===== config.mk =====
export PLATFORM = sky130hd
export DESIGN_NAME = lcd_w_shift_unit
export DESIGN_NICKNAME = d
export VERILOG_FILES = /design/src/rtl/lcd_w_pkg.sv /design/src/rtl/lcd_w_shift_unit_scan_fsm.sv /design/src/rtl/lcd_w_shift_unit.sv
export SDC_FILE = /design/constraint.sdc
export NUM_CORES = 1
export LEC_CHECK = 0
export ABC_AREA = 1
export CAP_MARGIN = 20
export CORE_ASPECT_RATIO = 2
export CORE_MARGIN = 3
export CORE_UTILIZATION = 55
export DETAILED_ROUTE_END_ITERATION = 16
export GPL_ROUTABILITY_DRIVEN = 0
export PLACE_DENSITY = 0.79
export SETUP_SLACK_MARGIN = 0.4
export SYNTH_ARGS = -nofsm -noshare
export SYNTH_HDL_FRONTEND = slang
export SYNTH_SLANG_ARGS = --single-unit

===== constraint.sdc =====
create_clock -name clk -period 3.85 [get_ports clk]
set_input_delay 0.5775 -clock clk [delete_from_list [all_inputs] [get_ports clk]]
set_output_delay 0.5775 -clock clk [all_outputs]
set_load 0.05 [all_outputs]

===== src/rtl/lcd_w_pkg.sv =====
// Shared definitions for the LCD W'/W shift unit: command opcodes, segment PLA and length clamp.
package lcd_w_pkg;

  typedef enum logic [2:0] {
    OP_NOP  = 3'd0,
    OP_WR   = 3'd1,
    OP_WS   = 3'd2,
    OP_DTW  = 3'd3,
    OP_PDTW = 3'd4,
    OP_PTW  = 3'd5,
    OP_TW   = 3'd6,
    OP_CLR  = 3'd7
  } cmd_op_e;

  // Entry k sits in bits [4k+3:4k]; k = {cn, acc}.
  localparam logic [127:0] PLA_TABLE = 128'h04ed04ffbeedf79b22a200ae2ea28c0e;

  function automatic logic [3:0] pla_digit(input logic cn, input logic [3:0] acc,
                                           input logic m_prime);
    logic [3:0] d;
    d    = PLA_TABLE[{cn, acc, 2'b00} +: 4];
    d[0] = d[0] | (~cn & m_prime);
    return d;
  endfunction

  function automatic logic [3:0] clamp_len(input logic [3:0] w, input logic [3:0] max_len);
    logic [3:0] l;
    if (w < 4'd2)        l = 4'd2;
    else if (w > max_len) l = max_len;
    else                 l = w;
    return l;
  endfunction

endpackage


===== src/rtl/lcd_w_shift_unit_scan_fsm.sv =====
// Scan-out sequencer: walks W from index 0 to len-1 under a valid/ready handshake.
//   state | meaning
//   IDLE  | no frame in flight, commands may be accepted
//   SCAN  | presenting W[idx], advancing on each accepted beat
module lcd_w_scan_fsm #(
  parameter int IDX_W = 4
) (
  input  logic             clk,
  input  logic             reset_n,
  input  logic             start,
  input  logic [3:0]       len,
  input  logic             scan_ready,
  output logic             busy,
  output logic             scan_valid,
  output logic [IDX_W-1:0] scan_index,
  output logic             frame_done
);

  typedef enum logic {
    ST_IDLE = 1'b0,
    ST_SCAN = 1'b1
  } scan_state_e;

  scan_state_e      state_q, state_d;
  logic [IDX_W-1:0] idx_q, idx_d;
  logic             fd_q, fd_d;
  logic             last_beat;

  assign last_beat = (int'(idx_q) == int'(len) - 1);

  always_comb begin
    state_d    = state_q;
    idx_d      = idx_q;
    fd_d       = 1'b0;
    scan_valid = 1'b0;
    case (state_q)
      ST_IDLE: begin
        if (start) begin
          state_d = ST_SCAN;
          idx_d   = '0;
        end
      end
      ST_SCAN: begin
        scan_valid = 1'b1;
        if (scan_ready) begin
          if (last_beat) begin
            state_d = ST_IDLE;
            idx_d   = '0;
            fd_d    = 1'b1;
          end else begin
            idx_d = idx_q + IDX_W'(1);
          end
        end
      end
      default: state_d = ST_IDLE;
    endcase
  end

  always_ff @(posedge clk) begin
    if (!reset_n) begin
      state_q <= ST_IDLE;
      idx_q   <= '0;
      fd_q    <= 1'b0;
    end else begin
      state_q <= state_d;
      idx_q   <= idx_d;
      fd_q    <= fd_d;
    end
  end

  assign busy       = (state_q == ST_SCAN);
  assign scan_index = idx_q;
  assign frame_done = fd_q;

endmodule


===== src/rtl/lcd_w_shift_unit.sv =====
// W' staging shift register and W display register with variable active length,
// plus handshaked scan-out of W to the LCD segment driver.
module lcd_w_shift_unit
  import lcd_w_pkg::*;
#(
  parameter int MAX_DIGITS = 9,
  localparam int IDX_W = $clog2(MAX_DIGITS)
) (
  input  logic                    clk,
  input  logic                    reset_n,
  input  logic                    cmd_valid,
  output logic                    cmd_ready,
  input  logic [2:0]              cmd_op,
  input  logic [3:0]              acc,
  input  logic                    lcd_cn,
  input  logic                    m_prime,
  input  logic [3:0]              w_length,
  output logic [4*MAX_DIGITS-1:0] w_out,
  output logic                    scan_valid,
  input  logic                    scan_ready,
  output logic [IDX_W-1:0]        scan_index,
  output logic [3:0]              scan_digit,
  output logic                    frame_done
);

  localparam logic [3:0] MAX_LEN = 4'(MAX_DIGITS);

  logic [3:0] wp_q [MAX_DIGITS];
  logic [3:0] wp_d [MAX_DIGITS];
  logic [3:0] w_q  [MAX_DIGITS];
  logic [3:0] w_d  [MAX_DIGITS];
  logic [3:0] len_q, len_d;

  cmd_op_e    op;
  logic       accept;
  logic       start_scan;
  logic       busy;
  logic [3:0] len_now;
  logic [3:0] pla_d;
  logic [3:0] shift_val;
  int         len_i;

  assign op         = cmd_op_e'(cmd_op);
  assign cmd_ready  = ~busy;
  assign accept     = cmd_valid & cmd_ready;
  assign start_scan = accept & ((op == OP_PTW) | (op == OP_TW));
  assign len_now    = clamp_len(w_length, MAX_LEN);
  assign pla_d      = pla_digit(lcd_cn, acc, m_prime);

  always_comb begin
    case (op)
      OP_WR:   shift_val = {1'b0, acc[2:0]};
      OP_WS:   shift_val = {1'b1, acc[2:0]};
      default: shift_val = pla_d;
    endcase
  end

  // Length is taken from w_length on the accepting cycle; len_q keeps it for the scan.
  always_comb begin
    wp_d  = wp_q;
    w_d   = w_q;
    len_d = len_q;
    len_i = int'(len_now);
    if (accept) begin
      len_d = len_now;
      case (op)
        OP_WR, OP_WS, OP_DTW: begin
          for (int i = 0; i < MAX_DIGITS - 1; i++)
            if (i < len_i - 1) wp_d[i] = wp_q[i+1];
          for (int i = 0; i < MAX_DIGITS; i++)
            if (i == len_i - 1) wp_d[i] = shift_val;
        end
        OP_PDTW: begin
          for (int i = 0; i < MAX_DIGITS - 1; i++)
            if (i == len_i - 2) wp_d[i] = wp_q[i+1];
          for (int i = 0; i < MAX_DIGITS; i++)
            if (i == len_i - 1) wp_d[i] = pla_d;
        end
        OP_PTW: begin
          for (int i = 0; i < MAX_DIGITS; i++)
            if ((i == len_i - 1) || (i == len_i - 2)) w_d[i] = wp_q[i];
        end
        OP_TW: begin
          for (int i = 0; i < MAX_DIGITS; i++)
            if (i < len_i) w_d[i] = wp_q[i];
        end
        OP_CLR: begin
          for (int i = 0; i < MAX_DIGITS; i++) wp_d[i] = 4'h0;
        end
        default: ;
      endcase
    end
  end

  always_ff @(posedge clk) begin
    if (!reset_n) begin
      for (int i = 0; i < MAX_DIGITS; i++) begin
        wp_q[i] <= 4'h0;
        w_q[i]  <= 4'h0;
      end
      len_q <= 4'd2;
    end else begin
      wp_q  <= wp_d;
      w_q   <= w_d;
      len_q <= len_d;
    end
  end

  always_comb begin
    w_out = '0;
    for (int i = 0; i < MAX_DIGITS; i++) w_out[4*i +: 4] = w_q[i];
  end

  assign scan_digit = w_q[scan_index];

  lcd_w_scan_fsm #(.IDX_W(IDX_W)) u_scan_fsm (
    .clk        (clk),
    .reset_n    (reset_n),
    .start      (start_scan),
    .len        (len_q),
    .scan_ready (scan_ready),
    .busy       (busy),
    .scan_valid (scan_valid),
    .scan_index (scan_index),
    .frame_done (frame_done)
  );

endmodule


# Yosys cells after proc, flatten, opt, wreduce, memory -nomap -nowiden
# Cells that the tools add are included.
# Widths: inputs -> output; s select.
op_classes:
  add_sub_neg: 4
  n_lt_le_gt_ge: 20
  n_eq_ne: 62
  shift: 1
  n_mux: 70
  bitwise: 8
  reduce_logical: 34
ops:
  columns: ["operator", "n"]
  rows:
  - ["$mux 4", 59]
  - ["$shiftx 128x8->4 const A", 1]
  - ["$pmux 36 s3", 1]
  - ["$pmux 36 s2", 1]
  - ["$reduce_and 4->1", 18]
  - ["$logic_not 32->1", 2]
  - ["$ne 3x3->1 const B", 16]
  - ["$eq 4x5->1 const A", 8]
  - ["$ne 2x1->1 const B", 19]
  - ["$eq 5x32->1", 1]
  - ["$eq 3x5->1 const A", 4]
  - ["$lt 4x5->1 const A", 4]
  - ["$bmux 4 s4", 1]
  - ["$lt 3x4->1 const A", 4]
  - ["$pmux 4 s2", 2]
  - ["$eq 3x3->1 const B", 4]
  - ["$eq 2x5->1 const A", 2]
  - ["$eq 5x5->1 const A", 2]
  - ["$lt 3x5->1 const A", 2]
  - ["$sub 4x1->5 const B", 2]
  - ["$logic_or 1x1->1", 9]
  - ["$lt 1x4->1 const A", 2]
  - ["$lt 2x4->1 const A", 2]
  - ["$eq 3x2->1 const B", 2]
  - ["other kinds (21)", 31]
totals:
  regBits: 82
  in_bits: 17
  output_inout_bits: 47
  wordCells: 221

# Longest topological paths before layout
logic_depth:
  word_depth: 8
  ltp_mapped: 22

# Hierarchy
# A second synthesis with hierarchy kept.
unflattened:
  cells_unflattened: 775
  area_unflattened_um2: 5126.2
modules_own_cells:
  columns: ["module", "instances", "cells_each", "area_per_inst_um2", "seq_area_each_um2"]
  rows:
  - ["lcd_w_shift_unit", 1, 699, 4663.2, 1521.5]
  - ["lcd_w_scan_fsm", 1, 76, 462.9, 120.1]

# Worst setup path before layout
# No wires, ideal clock.
synth_timing:
  path_kind: "input port to flip-flop"
  from: "input w_length[1]"
  to: "register wp_q[32] in the netlist's numbering"
  setup_time_ns: 0.113
  t_arrival_ns: 2.842
  required_ns: 3.737
  setup_slack_ns: 0.894
  path_stages: 20
  path_buffers: 0
  path_cell_list: "inv_1 -> a21oi_1 -> inv_1 -> ha_1 -> inv_1 -> xor2_4 -> nor2_1 -> nand3_1 -> inv_1 -> ha_1 -> inv_1 -> nand4_1 -> nand2_1 -> nand2_1 -> nand2_1 -> nand2_1 -> nand2_1 -> nand2_1 -> nand2_1 -> nor2_1"
synth_between:
  elab_chain_cells: 7
synth_rtl:
  columns: ["item", "line", "rtl"]
  rows:
  - ["start, declared", "lcd_w_shift_unit.sv:17", "input logic [3:0] w_length,"]
  - ["$gt 4x4->1", "lcd_w_pkg.sv:29", "else if (w > max_len) l = max_len;"]
  - ["$mux 4", "lcd_w_pkg.sv:29", null]
  - ["$mux 4 (*)", "lcd_w_pkg.sv:28", "if (w < 4'd2) l = 4'd2;"]
  - ["net len_now[1]", "lcd_w_shift_unit.sv:38", "logic [3:0] len_now;"]
  - ["$sub 4x1->5 or $sub 4x2->5 (tied branches)", null, null]
  - ["$lt 1x5->1 (tied with other cells)", "lcd_w_shift_unit.sv:69", "if (i < len_i - 1) wp_d[i] = wp_q[i+1];"]
  - ["$ne 3x3->1 (no line) (tied with other cells)", null, null]
  - ["$reduce_and 4->1 (no line) or $pmux 36 s3 (tied branches)", null, null]
  - ["end signal, assigned", "lcd_w_shift_unit.sv:103", "wp_q <= wp_d;"]
  - ["end, declared", "lcd_w_shift_unit.sv:28", "logic [3:0] wp_q [MAX_DIGITS];"]
# The timed path passes the listed nets; every way through them passes the cells marked *.
# A chain may end at the register's enable or synchronous reset.

# Worst setup path in the final report
layout_timing:
  from: "input w_length[2]"
  to: "register wp_q[32] in the netlist's numbering"
# The elaborated chain is that of the path after synthesis.

==> out/metrics.yaml <==
holdWs_ns: 0.465
routed_antenna_nets: 0
timing.critical_path.required_ns: 4.07
worstReg2RegStart: "u_scan_fsm.busy"
horizontal_die_dimension_um: 74.4
detail_route.wl_per_cell_um: 15.5
synth_cell_types: 47
die_area_um2: 10600
synth_seq_cells: 82
worst_skew_pair.late_latency_ns: 0.34
place_area_um2: 5890
maxClockFrequency_mhz: 309
power_switching_uw: 874
peak_vdd_ir_uv: 239
hpwlAfterDp_um: 11500
cts_tree: "yes"
detail_route.first_pass.iterations: 5
cp_slowest_cell: "sky130_fd_sc_hd__clkdlybuf4s50_1"
worst_path_dominant_cell_family: "buffers and inverters"
drv_cap: 0
global_route_wire_length_before_repair_um: 24000
worst-setup-path-type: "in2reg"
floorplan.core_area_um2: 9070
cellPowerDensity_nw_per_um2: 410
critical_path.cell_chain: "clkdlybuf4s50_1, buf_4, a21oi_1, inv_2, ha_1, inv_1, xor2_4, nor2_2, nand3_1, inv_1, ha_1, inv_1, nand4_1, nand2_1, nand2_1, nand2_1, nand2_1, nand2_2, nand2_1, nand2_1, nor2_1"
clock_skew_ns: 0.00449
asyncSetResetFlopFracSynth_pct: 0
holdBufCountCts: 0
dominantRegCellSynth: "sky130_fd_sc_hd__dfxtp_1"
average_cell_area_after_synthesis_um2: 6.60
crit_path_max_incr_delay_ns: 0.43
p_clk_share_pct: 33.6
switching_share_pct: 34.3
static-leakage-power_nw: 2.74
stdcell_area_um2: 6200
report.power.total_mw: 2.54
synthToLayoutAreaGrowth_pct: 20.5
hold_violations: 0
pin_slew_with_the_least_headroom_to_its_limit_ns: 0.663
first_global_vias: 5092
worstReg2RegEnd: "w_out[11]"
synth-edff-count: 0
wirelength_um: 14800
avgViaCountPerCell: 5.65
num_rows: 49
die_height_um: 143
clock_tree_buffer_depth: 2
post_syn_instances: 780
timing.final.max_slew_violations: 0
timing.critical_path.arrival_ns: 3.47
ff2ff_setup_slack_ns: 1.10
worst_slack_ns: 0.610
cts_htree_levels: 3
status: "completed"
finish.cell_count_without_fillers: 951
ctsRootBufferMaster: "sky130_fd_sc_hd__clkbuf_16"
grt.overflow.total: 0
hold_path.startpoint: "wp_q[35]"
worst_hold_path.num_cells: 2
power_report.internal_total_mw: 1.67
power_share_of_the_sequential_group_pct: 38.0
io_pins: 64
setup_viol_count_final: 0
grt_max_degree: 73
grt_antenna_before_repair: 0
path_buf_inv: 6
worst_setup_path_start_kind: "input pin"
maxSlewHeadroom_pct: 55.5
initialDrtViolationCount: 358
placedCellCount: 935
gate_power_share_pct: 28.4
antennaDiodeCount: 0
rr_worst_depth: 9
clock_sink_count: 82
yosys_warnings: 0
cp_common_cell: "sky130_fd_sc_hd__nand2_1"
detailedPlace.worstSlack_ns: 0.0985
initial_utilization_pct: 56.8
synth-seq-area-share_pct: 31.9
share_of_layout_cells_above_drive_strength_1_pct: 10.5
final_min_period_over_clock_period_pct: 84.2
num_vias: 5369
io_port_bufs: 63
syn_area_um2: 5150
track_usage_pct: 29.1
nNetsFinal: 880
clk_transition_reported_paths_ns: 0.06
period_needed_ns: 3.24
mappedNetlistNets: 816
min_path_type: "reg2reg"
finalCoreUtilization_pct: 68.4
worst_path_max_fanout: 8
setup_repair_after_global_routing_missed_its_margin: "false"
min_delay_worst_endpoint: "w_out[3]"
setup_tns_final_ns: 0
post-route-drc-count: 0
cp-end-kind: "register"
cts_bufs_inserted: 9
per-layer routing:
metal  part of all wire [%]  up-vias  track usage, %  wire length [µm]
met1                     37     2428            31.4              5450
met5                      0        -               0                 0
met3                    4.6       52            4.30               679
met2                     54      214            52.7              7950
met4                    4.8        0            14.8               705
li1                       -     2675               -                 -
state kept, by name (all words and copies together) (netlist names):
name / cells
u_scan_fsm.scan_index: 4
u_scan_fsm.frame_done: 1
w_out: 36
wp_q: 36
len_q: 4
u_scan_fsm.busy: 1
synth_stat cells (4+ instances only):
cell	count	share of area (%)
sky130_fd_sc_hd__nor2_2	4	0.49
sky130_fd_sc_hd__nand3_2	6	1.2
sky130_fd_sc_hd__nor2_1	141	10
sky130_fd_sc_hd__o21ai_0	88	8.6
sky130_fd_sc_hd__nor2_4	4	0.87
sky130_fd_sc_hd__inv_1	85	6.2
sky130_fd_sc_hd__dfxtp_1	82	32
sky130_fd_sc_hd__nor3_1	6	0.58
sky130_fd_sc_hd__a221oi_1	4	0.68
sky130_fd_sc_hd__nand4_1	7	0.85
sky130_fd_sc_hd__clkbuf_1	12	0.87
sky130_fd_sc_hd__a21oi_1	54	5.2
sky130_fd_sc_hd__o21a_1	4	0.58
sky130_fd_sc_hd__nand3_1	32	3.1
sky130_fd_sc_hd__nand2_1	136	9.9
sky130_fd_sc_hd__nand2_2	12	1.5
sky130_fd_sc_hd__o21ai_1	10	0.97
sky130_fd_sc_hd__o311ai_0	4	0.68
sky130_fd_sc_hd__o32ai_1	4	0.68
sky130_fd_sc_hd__o211ai_1	10	1.5
sky130_fd_sc_hd__inv_2	16	1.2
sky130_fd_sc_hd__ha_1	19	4.6
sky130_fd_sc_hd__buf_2	4	0.39
power by group through the flow:
stage / Clock (mW) / Sequential, mW / Combinational, mW
after global routing: 0.897 / 0.973 / 0.794
after detailed placement: 0 / 0.983 / 0.709
after CTS: 0.856 / 0.965 / 0.713
final: 0.855 / 0.967 / 0.723
after global placement: 0 / 0.980 / 0.693
after floorplan: 0 / 1.05 / 0.425
kinds of logic (layout without fill, tap and decap cells):
family	after synthesis	count (layout)	share of synthesized area, %
adders and majority gates	19	19	4.62
buffers and inverters	125	194	9.65
xor gates and xnor gates	7	7	1.56
AOI/OAI and AO/OA	191	191	21.2
DFF	82	82	31.9
and+or+nand+nor	356	356	31.1
worst max-delay path by stage:
stage	startpoint	end	slack, ns	cells past startpoint
after floorplan	w_length[1]	wp_q[32]	0.89	20
after global placement	w_length[3]	wp_q[33]	0.30	21
after detailed placement	w_length[3]	wp_q[32]	0.1	21
after CTS	w_length[3]	wp_q[32]	0.41	21
final	w_length[2]	wp_q[32]	0.61	21
after global routing	w_length[2]	wp_q[32]	0.41	21
layout by cell type, fill, tap and decap left out, drive strengths merged, types with 2 or more instances in the layout:
| cell type | n |
|---|---|
| a31oi | 2 |
| clkinv | 3 |
| a21oi | 56 |
| xnor2 | 3 |
| o211ai | 11 |
| inv | 102 |
| nand4 | 7 |
| nand3 | 41 |
| nand2 | 152 |
| nor2 | 149 |
| a211oi | 2 |
| buf | 13 |
| ha | 19 |
| clkdlybuf4s50 | 61 |
| clkbuf | 12 |
| xor2 | 4 |
| o311ai | 4 |
| a221oi | 4 |
| dfxtp | 82 |
| o21ai | 99 |
| a311oi | 2 |
| o21a | 4 |
| nor3 | 7 |
| o32ai | 4 |
worst register-to-register path: stages (launching register included):
cell                       delay, ns
sky130_fd_sc_hd__dfxtp_1        0.33
sky130_fd_sc_hd__inv_1          0.10
sky130_fd_sc_hd__nand2_1        0.22
sky130_fd_sc_hd__inv_1          0.26
sky130_fd_sc_hd__nand3_1        0.41
sky130_fd_sc_hd__a311oi_1       0.68
sky130_fd_sc_hd__nand2_1        0.26
sky130_fd_sc_hd__inv_2          0.20
sky130_fd_sc_hd__o21ai_1        0.08
sky130_fd_sc_hd__a21oi_1        0.15
cell type report:
cell class,count,area [µm²]
clock buffers,12,246
clock inverters,4,51.3
fillers,809,2870
inverters,103,389
multi-input cells,573,3030
flip-flops and latches,82,1640
well taps,102,128
repair buffers,75,718
what timing repair did:
action | in CTS | in global routing
resized for setup | 0 | 6
endpoints found under the hold margin | 0 | 0
buffers inserted | 0 | 0
setup endpoints to repair | 0 | 9
Note: power is estimated with default switching activity, not from simulation.
